## config.mk

```make
export PLATFORM = sky130hd
export DESIGN_NAME = cc1200_spi_hub
export DESIGN_NICKNAME = d
export VERILOG_FILES = /design/src/rtl/cc1200_spi_hub.sv
export SDC_FILE = /design/constraint.sdc
export NUM_CORES = 1
export LEC_CHECK = 0
export CAP_MARGIN = 20
export CORE_MARGIN = 8
export CORE_UTILIZATION = 35
export DETAILED_ROUTE_END_ITERATION = 12
export SYNTH_ARGS = -nofsm -noshare
export SYNTH_HDL_FRONTEND = slang
export SYNTH_SLANG_ARGS = --single-unit
```

## constraint.sdc

```tcl
create_clock -name sysclk -period 5.8 [get_ports sysclk]
set_input_delay 1.16 -clock sysclk [delete_from_list [all_inputs] [get_ports sysclk]]
set_output_delay 1.16 -clock sysclk [all_outputs]
set_load 0.03 [all_outputs]
```

## src/rtl/cc1200_spi_hub.sv

```systemverilog
// cc1200_spi_hub: round-robin SPI master and GPIO synchroniser for NUM_CH CC1200 radios.
//
// One shared shift engine serves all channels. Each transaction asserts CS_n, waits for the
// radio to pull MISO low (CHIP_RDYn), shifts a 16-bit frame in SPI mode 0 while capturing 16
// bits from MISO, holds CS_n for CLK_DIV cycles, then reports the result on the rsp_* outputs.
//
// Ports:
//   sysclk, rstn            clock, asynchronous active-low reset
//   req_valid/req_data      per-channel frame requests (16 bits per channel, MSB first)
//   req_ready               one-cycle grant pulse, frame captured in that cycle
//   rsp_valid/rsp_ch/...    completion pulse with channel, MISO data and timeout flag
//   busy                    engine not idle
//   SCLK/CS_n/MOSI/MISO     per-channel SPI pins
//   gpio_in/gpio_sync       raw radio GPIOs and their 2-FF synchronised copies
//   gpio_irq/gpio_irq_clr   sticky per-channel rising-edge flags, write-1-to-clear
//
// Build option: define CC1200_GPIO_IRQ_EN to build the GPIO edge flags; otherwise gpio_irq
// is tied low and gpio_irq_clr is ignored.

module cc1200_spi_hub #(
  parameter int unsigned NUM_CH      = 4,
  parameter int unsigned GPIO_PER_CH = 4,
  parameter int unsigned CLK_DIV     = 4,
  parameter int unsigned RDY_TIMEOUT = 255
) (
  input  logic                          sysclk,
  input  logic                          rstn,
  input  logic [NUM_CH-1:0]             req_valid,
  input  logic [16*NUM_CH-1:0]          req_data,
  output logic [NUM_CH-1:0]             req_ready,
  output logic                          rsp_valid,
  output logic [2:0]                    rsp_ch,
  output logic [15:0]                   rsp_data,
  output logic                          rsp_timeout,
  output logic                          busy,
  output logic [NUM_CH-1:0]             SCLK,
  output logic [NUM_CH-1:0]             CS_n,
  output logic [NUM_CH-1:0]             MOSI,
  input  logic [NUM_CH-1:0]             MISO,
  input  logic [NUM_CH*GPIO_PER_CH-1:0] gpio_in,
  output logic [NUM_CH*GPIO_PER_CH-1:0] gpio_sync,
  output logic [NUM_CH-1:0]             gpio_irq,
  input  logic [NUM_CH-1:0]             gpio_irq_clr
);

  localparam int unsigned ChW    = (NUM_CH > 1) ? $clog2(NUM_CH) : 1;
  localparam int unsigned CntMax = (RDY_TIMEOUT > CLK_DIV + 1) ? RDY_TIMEOUT : CLK_DIV + 1;
  localparam int unsigned CntW   = $clog2(CntMax + 1);
  localparam int unsigned GpioW  = NUM_CH * GPIO_PER_CH;

  localparam logic [CntW-1:0] DivLast  = CntW'(CLK_DIV - 1);
  localparam logic [CntW-1:0] DoneLast = CntW'(CLK_DIV);
  localparam logic [CntW-1:0] RdyLast  = CntW'(RDY_TIMEOUT - 1);
  localparam logic [ChW-1:0]  LastInit = ChW'(NUM_CH - 1);

  localparam logic [2:0] StIdle  = 3'd0;
  localparam logic [2:0] StArb   = 3'd1;
  localparam logic [2:0] StRdy   = 3'd2;
  localparam logic [2:0] StShift = 3'd3;
  localparam logic [2:0] StHold  = 3'd4;
  localparam logic [2:0] StDone  = 3'd5;

  logic [2:0]        state_q, state_d;
  logic [CntW-1:0]   cnt_q, cnt_d;
  logic [4:0]        half_q, half_d;      // SCLK half-period index within SHIFT
  logic [ChW-1:0]    sel_q, sel_d;
  logic [ChW-1:0]    last_q, last_d;
  logic [15:0]       frame_q, frame_d;
  logic [15:0]       rx_q, rx_d;
  logic              to_q, to_d;
  logic              rsp_valid_q, rsp_valid_d;
  logic [2:0]        rsp_ch_q, rsp_ch_d;
  logic [15:0]       rsp_data_q, rsp_data_d;
  logic              rsp_timeout_q, rsp_timeout_d;
  logic [NUM_CH-1:0] sclk_q, sclk_d;
  logic [NUM_CH-1:0] cs_n_q, cs_n_d;
  logic [NUM_CH-1:0] mosi_q, mosi_d;

  logic              gnt_found;
  logic [ChW-1:0]    gnt_idx;
  logic [15:0]       gnt_frame;

  // Round-robin search starting one past the last granted channel.
  always_comb begin
    int unsigned cand;
    gnt_found = 1'b0;
    gnt_idx   = '0;
    gnt_frame = '0;
    cand      = 0;
    for (int unsigned i = 1; i <= NUM_CH; i++) begin
      cand = 32'(last_q) + i;
      if (cand >= NUM_CH) cand = cand - NUM_CH;
      if (!gnt_found && req_valid[ChW'(cand)]) begin
        gnt_found = 1'b1;
        gnt_idx   = ChW'(cand);
      end
    end
    for (int unsigned i = 0; i < NUM_CH; i++) begin
      if (ChW'(i) == gnt_idx) gnt_frame = req_data[16*i +: 16];
    end
  end

  always_comb begin
    state_d       = state_q;
    cnt_d         = cnt_q;
    half_d        = half_q;
    sel_d         = sel_q;
    last_d        = last_q;
    frame_d       = frame_q;
    rx_d          = rx_q;
    to_d          = to_q;
    rsp_valid_d   = 1'b0;
    rsp_ch_d      = rsp_ch_q;
    rsp_data_d    = rsp_data_q;
    rsp_timeout_d = rsp_timeout_q;
    req_ready     = '0;

    case (state_q)
      StIdle: begin
        if (|req_valid) state_d = StArb;
      end
      StArb: begin
        // A requester that dropped req_valid before arbitration simply loses its slot.
        if (gnt_found) begin
          req_ready[gnt_idx] = 1'b1;
          sel_d   = gnt_idx;
          last_d  = gnt_idx;
          frame_d = gnt_frame;
          rx_d    = '0;
          to_d    = 1'b0;
          cnt_d   = '0;
          state_d = StRdy;
        end else begin
          state_d = StIdle;
        end
      end
      StRdy: begin
        if (!MISO[sel_q]) begin
          cnt_d   = '0;
          half_d  = '0;
          state_d = StShift;
        end else if (cnt_q == RdyLast) begin
          cnt_d   = '0;
          to_d    = 1'b1;
          state_d = StHold;
        end else begin
          cnt_d = cnt_q + CntW'(1);
        end
      end
      StShift: begin
        // First cycle of an odd half-period is the cycle SCLK rises: sample MISO.
        if (half_q[0] && (cnt_q == '0)) rx_d = {rx_q[14:0], MISO[sel_q]};
        if (cnt_q == DivLast) begin
          cnt_d = '0;
          if (half_q == 5'd31) state_d = StHold;
          else                 half_d  = half_q + 5'd1;
        end else begin
          cnt_d = cnt_q + CntW'(1);
        end
      end
      StHold: begin
        if (cnt_q == DivLast) begin
          cnt_d         = '0;
          state_d       = StDone;
          rsp_valid_d   = 1'b1;
          rsp_ch_d      = 3'(sel_q);
          rsp_data_d    = to_q ? 16'h0000 : rx_q;
          rsp_timeout_d = to_q;
        end else begin
          cnt_d = cnt_q + CntW'(1);
        end
      end
      StDone: begin
        // One response cycle followed by CLK_DIV cycles of CS_n high.
        if (cnt_q == DoneLast) begin
          cnt_d   = '0;
          state_d = StIdle;
        end else begin
          cnt_d = cnt_q + CntW'(1);
        end
      end
      default: state_d = StIdle;
    endcase

    // Pin values are registered from next state so the pads never glitch.
    cs_n_d = '1;
    sclk_d = '0;
    mosi_d = '0;
    if ((state_d == StRdy) || (state_d == StShift) || (state_d == StHold)) begin
      cs_n_d[sel_d] = 1'b0;
    end
    if (state_d == StShift) begin
      sclk_d[sel_d] = half_d[0];
      // ~bit_index == 15 - bit_index: MSB first, advancing on each falling edge.
      mosi_d[sel_d] = frame_d[~half_d[4:1]];
    end
  end

  always_ff @(posedge sysclk or negedge rstn) begin
    if (!rstn) begin
      state_q       <= StIdle;
      cnt_q         <= '0;
      half_q        <= '0;
      sel_q         <= '0;
      last_q        <= LastInit;
      frame_q       <= '0;
      rx_q          <= '0;
      to_q          <= 1'b0;
      rsp_valid_q   <= 1'b0;
      rsp_ch_q      <= '0;
      rsp_data_q    <= '0;
      rsp_timeout_q <= 1'b0;
      sclk_q        <= '0;
      cs_n_q        <= '1;
      mosi_q        <= '0;
    end else begin
      state_q       <= state_d;
      cnt_q         <= cnt_d;
      half_q        <= half_d;
      sel_q         <= sel_d;
      last_q        <= last_d;
      frame_q       <= frame_d;
      rx_q          <= rx_d;
      to_q          <= to_d;
      rsp_valid_q   <= rsp_valid_d;
      rsp_ch_q      <= rsp_ch_d;
      rsp_data_q    <= rsp_data_d;
      rsp_timeout_q <= rsp_timeout_d;
      sclk_q        <= sclk_d;
      cs_n_q        <= cs_n_d;
      mosi_q        <= mosi_d;
    end
  end

  assign rsp_valid   = rsp_valid_q;
  assign rsp_ch      = rsp_ch_q;
  assign rsp_data    = rsp_data_q;
  assign rsp_timeout = rsp_timeout_q;
  assign busy        = (state_q != StIdle);
  assign SCLK        = sclk_q;
  assign CS_n        = cs_n_q;
  assign MOSI        = mosi_q;

  // GPIO synchroniser: plain two-stage capture of the raw pins.
  logic [GpioW-1:0] sync1_q, sync2_q;

  always_ff @(posedge sysclk or negedge rstn) begin
    if (!rstn) begin
      sync1_q <= '0;
      sync2_q <= '0;
    end else begin
      sync1_q <= gpio_in;
      sync2_q <= sync1_q;
    end
  end

  assign gpio_sync = sync2_q;

`ifdef CC1200_GPIO_IRQ_EN
  logic [GpioW-1:0]  prev_q;
  logic [NUM_CH-1:0] irq_q, irq_d, edge_hit;

  // A new edge wins over a simultaneous clear so no event is lost.
  always_comb begin
    edge_hit = '0;
    for (int unsigned i = 0; i < NUM_CH; i++) begin
      edge_hit[i] = |(sync2_q[i*GPIO_PER_CH +: GPIO_PER_CH] &
                      ~prev_q[i*GPIO_PER_CH +: GPIO_PER_CH]);
    end
    irq_d = (irq_q & ~gpio_irq_clr) | edge_hit;
  end

  always_ff @(posedge sysclk or negedge rstn) begin
    if (!rstn) begin
      prev_q <= '0;
      irq_q  <= '0;
    end else begin
      prev_q <= sync2_q;
      irq_q  <= irq_d;
    end
  end

  assign gpio_irq = irq_q;
`else
  logic unused_irq_clr;
  assign unused_irq_clr = ^gpio_irq_clr;
  assign gpio_irq       = '0;
`endif

endmodule

```

==> impl_results.md <==
* Measured slew at the worst slew-check pin at 0.8125 ns
* Largest net degree at the start of global routing at 84
* DR pass1 iterations at 4
* Hold path depth at 0
* # IOs at 152
* Commonest cells after routing, fill and taps aside: clkdlybuf4s50_1 (141), dfrtp_1 (111), nand2_1 (94)
* Gr usage total at 0.1500
* Clock Tree Root: clkbuf_16
* CTS tree: built
* Total Wirelength at 14,720 microns
* Worst skew pair latency at 0.41 ns
* R2r startpoint: last_q[1]
* Fin crit period at 4.936 ns
* Die footprint at 0.01997 sq mm
* Sequential fraction of the synthesis area at 0.5342
* Period utilization at 0.8511
* Slowest Stage Delay on Critical Path at 0.70 ns
* Final slew viol count at 0
* H-tree levels at 4
* Critical-path cell list: clkdlybuf4s50_1 > nor2b_1 > o221ai_1 > and3_1 > clkdlybuf4s50_1
* Crit path DAT at 3.78 ns
* Critical Path Fanout Max at 12
* Layout fillers at 1,446
* Core Area at 0.01560 sq mm
* Routed Antenna Nets at 0
* Port bufs at 142
* Slew HR at 0.4443
* Sinks on Clock Net at 117
* Die width at 141.3 microns
* Reg clk slew, reported paths at 0.05 ns
* Worst setup SP type: primary input
* Residual DRC at 0
* First-pass GRT wire length at 23,790 microns
* FP Rows at 46
* Placed cells at 894
* Post-synth ARST share at 1.000
* Post-synthesis cell area at 0.005495 sq mm
* Synth Instances at 555
* Starting Density at 0.3523
* CTS buffer count at 17
* FF-to-FF End: MOSI[1]
* Crit path from: req_valid[3]
* Number of library cell types mapped by synthesis at 73
* Non-filler instance count after layout at 927
* Commonest non-fill, non-tap cell in the layout: clkdlybuf4s50_1
* Crit Path Category: in2out
* Layout Utilization at 0.4999
* Final setup violating endpoints at 0
* Number of flops mapped to enable cells by yosys at 0
* Routed length per placed instance at 15.88 microns
* Top_reg_cell synth: dfrtp_1
* Setup Total Neg Slack at 0 ns
* GP Congestion at 0.8668
* Global route overflow at 0
* Worst Setup End Kind: output port
* Antenna violations before repair at 0
* Via density at 5.002
* DP HPWL at 10,970 microns
* CTS Buffer Depth at 2
* Flops & latches, synth at 117
* DR iter-0 viols at 188
* Worst path most repeated cell: clkdlybuf4s50_1
* Worst EP required at 4.64 ns
* Maxcap violations at 0
* Clk_skew at 0.005830 ns
* Reg2reg setup slack at 2.49 ns
* Ratio of cells with drive above 1 in the final layout at 0.1041
* PwrDens at 274.8 mW/mm^2
* Vias in the first global route at 4,725
* Nets at 798
* Die height at 141.3 microns
* Crit path capture: req_ready[1]
* Vias at 4,637
* Buffers inserted by post-CTS timing repair at 0
* VDD IR-drop max at 168.8 uV
* RSZ-0062 raised after global routing: no
* Layout area overhead at 41.89%
* Fin. Hold Viols at 0
* FMAX at 202.6 MHz
* Syn_area_per_cell at 9.901 sq um
* Slowest cell on the critical path: clkdlybuf4s50_1
* # diodes at 0
* # resized after CTS at 0
* Worst r2r path cells at 10
* Hold_buf cts at 0
* YS warnings at 0
* Min-Delay Path Class: reg2reg
* Static Leak at 3.346 nW
* Status: finished, final reports clean
## per-stage QoR
| step | instance area, sq um | setup slack, ns | total power [mW] | hold slack, ns |
|---|---|---|---|---|
| floorplan | 5510 | 1.796 | 0.8998 | 0.3312 |
| CTS | 7770 | 0.8798 | 2.172 | 0.3491 |
| global placement | 7087 | 0.9663 | 0.9973 | 0.3322 |
| finish | 7797 | 0.8637 | 2.143 | 0.3451 |
| global route | 7797 | 0.7731 | 2.218 | 0.3523 |
| detailed placement | 7103 | 0.8771 | 0.9996 | 0.3347 |
## kinds of logic after synthesis
group,after synthesis,synth area share
other cells,1,0.0006824
xor+xnor,1,0.001594
mux,10,0.02163
simple gates,215,0.1876
flops,117,0.5342
buf+inv,57,0.04872
fa+ha+maj,6,0.01366
compound gates,148,0.1919
## cells in the mapped netlist (all sizes together), types with 3 or more instances
cell,n,area (sq um)
o311ai,4,35.04
nand3b,4,30.03
nand4,4,25.02
nand3,10,50.05
dfstp,6,157.7
nand2b,21,131.4
o221a,3,33.78
and2,5,31.28
a221oi,5,56.31
clkbuf,12,45.04
nor3,17,90.09
o21ai,51,255.3
a32oi,3,33.79
o2111ai,8,70.07
a221o,7,70.07
a31oi,6,37.54
dfrtp,111,2778
ha,6,75.07
inv,25,96.34
buf,20,126.4
nand2,96,365.3
mux2,5,56.30
a21oi,17,85.08
a21o,4,30.03
mux2i,4,40.04
o211ai,3,22.52
o21a,7,52.55
o31ai,5,51.30
nor3b,5,42.54
nor2b,4,25.02
nor2,35,131.4
and3,7,43.79
## flip-flops by register name (all words and copies together), names as in the netlist
signal,count
rx_q,16
sel_q,2
gpio_sync,16
to_q,1
frame_q,16
sync1_q,16
rsp_ch,2
half_q,5
last_q,2
SCLK,4
CS_n,4
state_q,3
rsp_valid,1
cnt_q,8
rsp_timeout,1
MOSI,4
rsp_data,16
## how the worst min path moves through the flow
stage,start,end,slack [ns]
final,sync1_q[11],gpio_sync[11],0.35
after global routing,sync1_q[14],gpio_sync[14],0.35
after CTS,sync1_q[11],gpio_sync[11],0.35
after detailed placement,sync1_q[11],gpio_sync[11],0.33
after global placement,sync1_q[2],gpio_sync[2],0.33
after floorplan,sync1_q[0],gpio_sync[0],0.33
## worst max-delay path: cells and delay by family
kind	cells	cell delay, ns
simple gates	2	0.65
buf+inv	2	1.32
compound gates	1	0.64
## metal layers
| metal | vias to the layer above | global-route usage | part of all wire |
|---|---|---|---|
| li1 | 2248 | - | - |
| met1 | 2175 | 0.1802 | 0.43 |
| met2 | 194 | 0.2442 | 0.47 |
| met3 | 20 | 0.05780 | 0.088 |
| met4 | 0 | 0.04695 | 0.012 |
| met5 | - | 0 | 0 |
## cell type report
type	count	area, sq um	area share
Inverter	25	96.34	0.01236
Clock buffer	20	466.7	0.05985
Sequential cell	117	2935	0.3764
Tap cell	216	270.3	0.03466
Multi-Input combinational cell	385	2313	0.2967
Timing Repair Buffer	152	1515	0.1943
Clock inverter	12	200.2	0.02567
## power by group
group | switching [mW] | total, mW | internal (mW)
clock network | 0.361 | 1.16 | 0.795
logic | 0.0707 | 0.151 | 0.0802
registers | 0.00451 | 0.835 | 0.831
(Power assumes the default switching activity.)
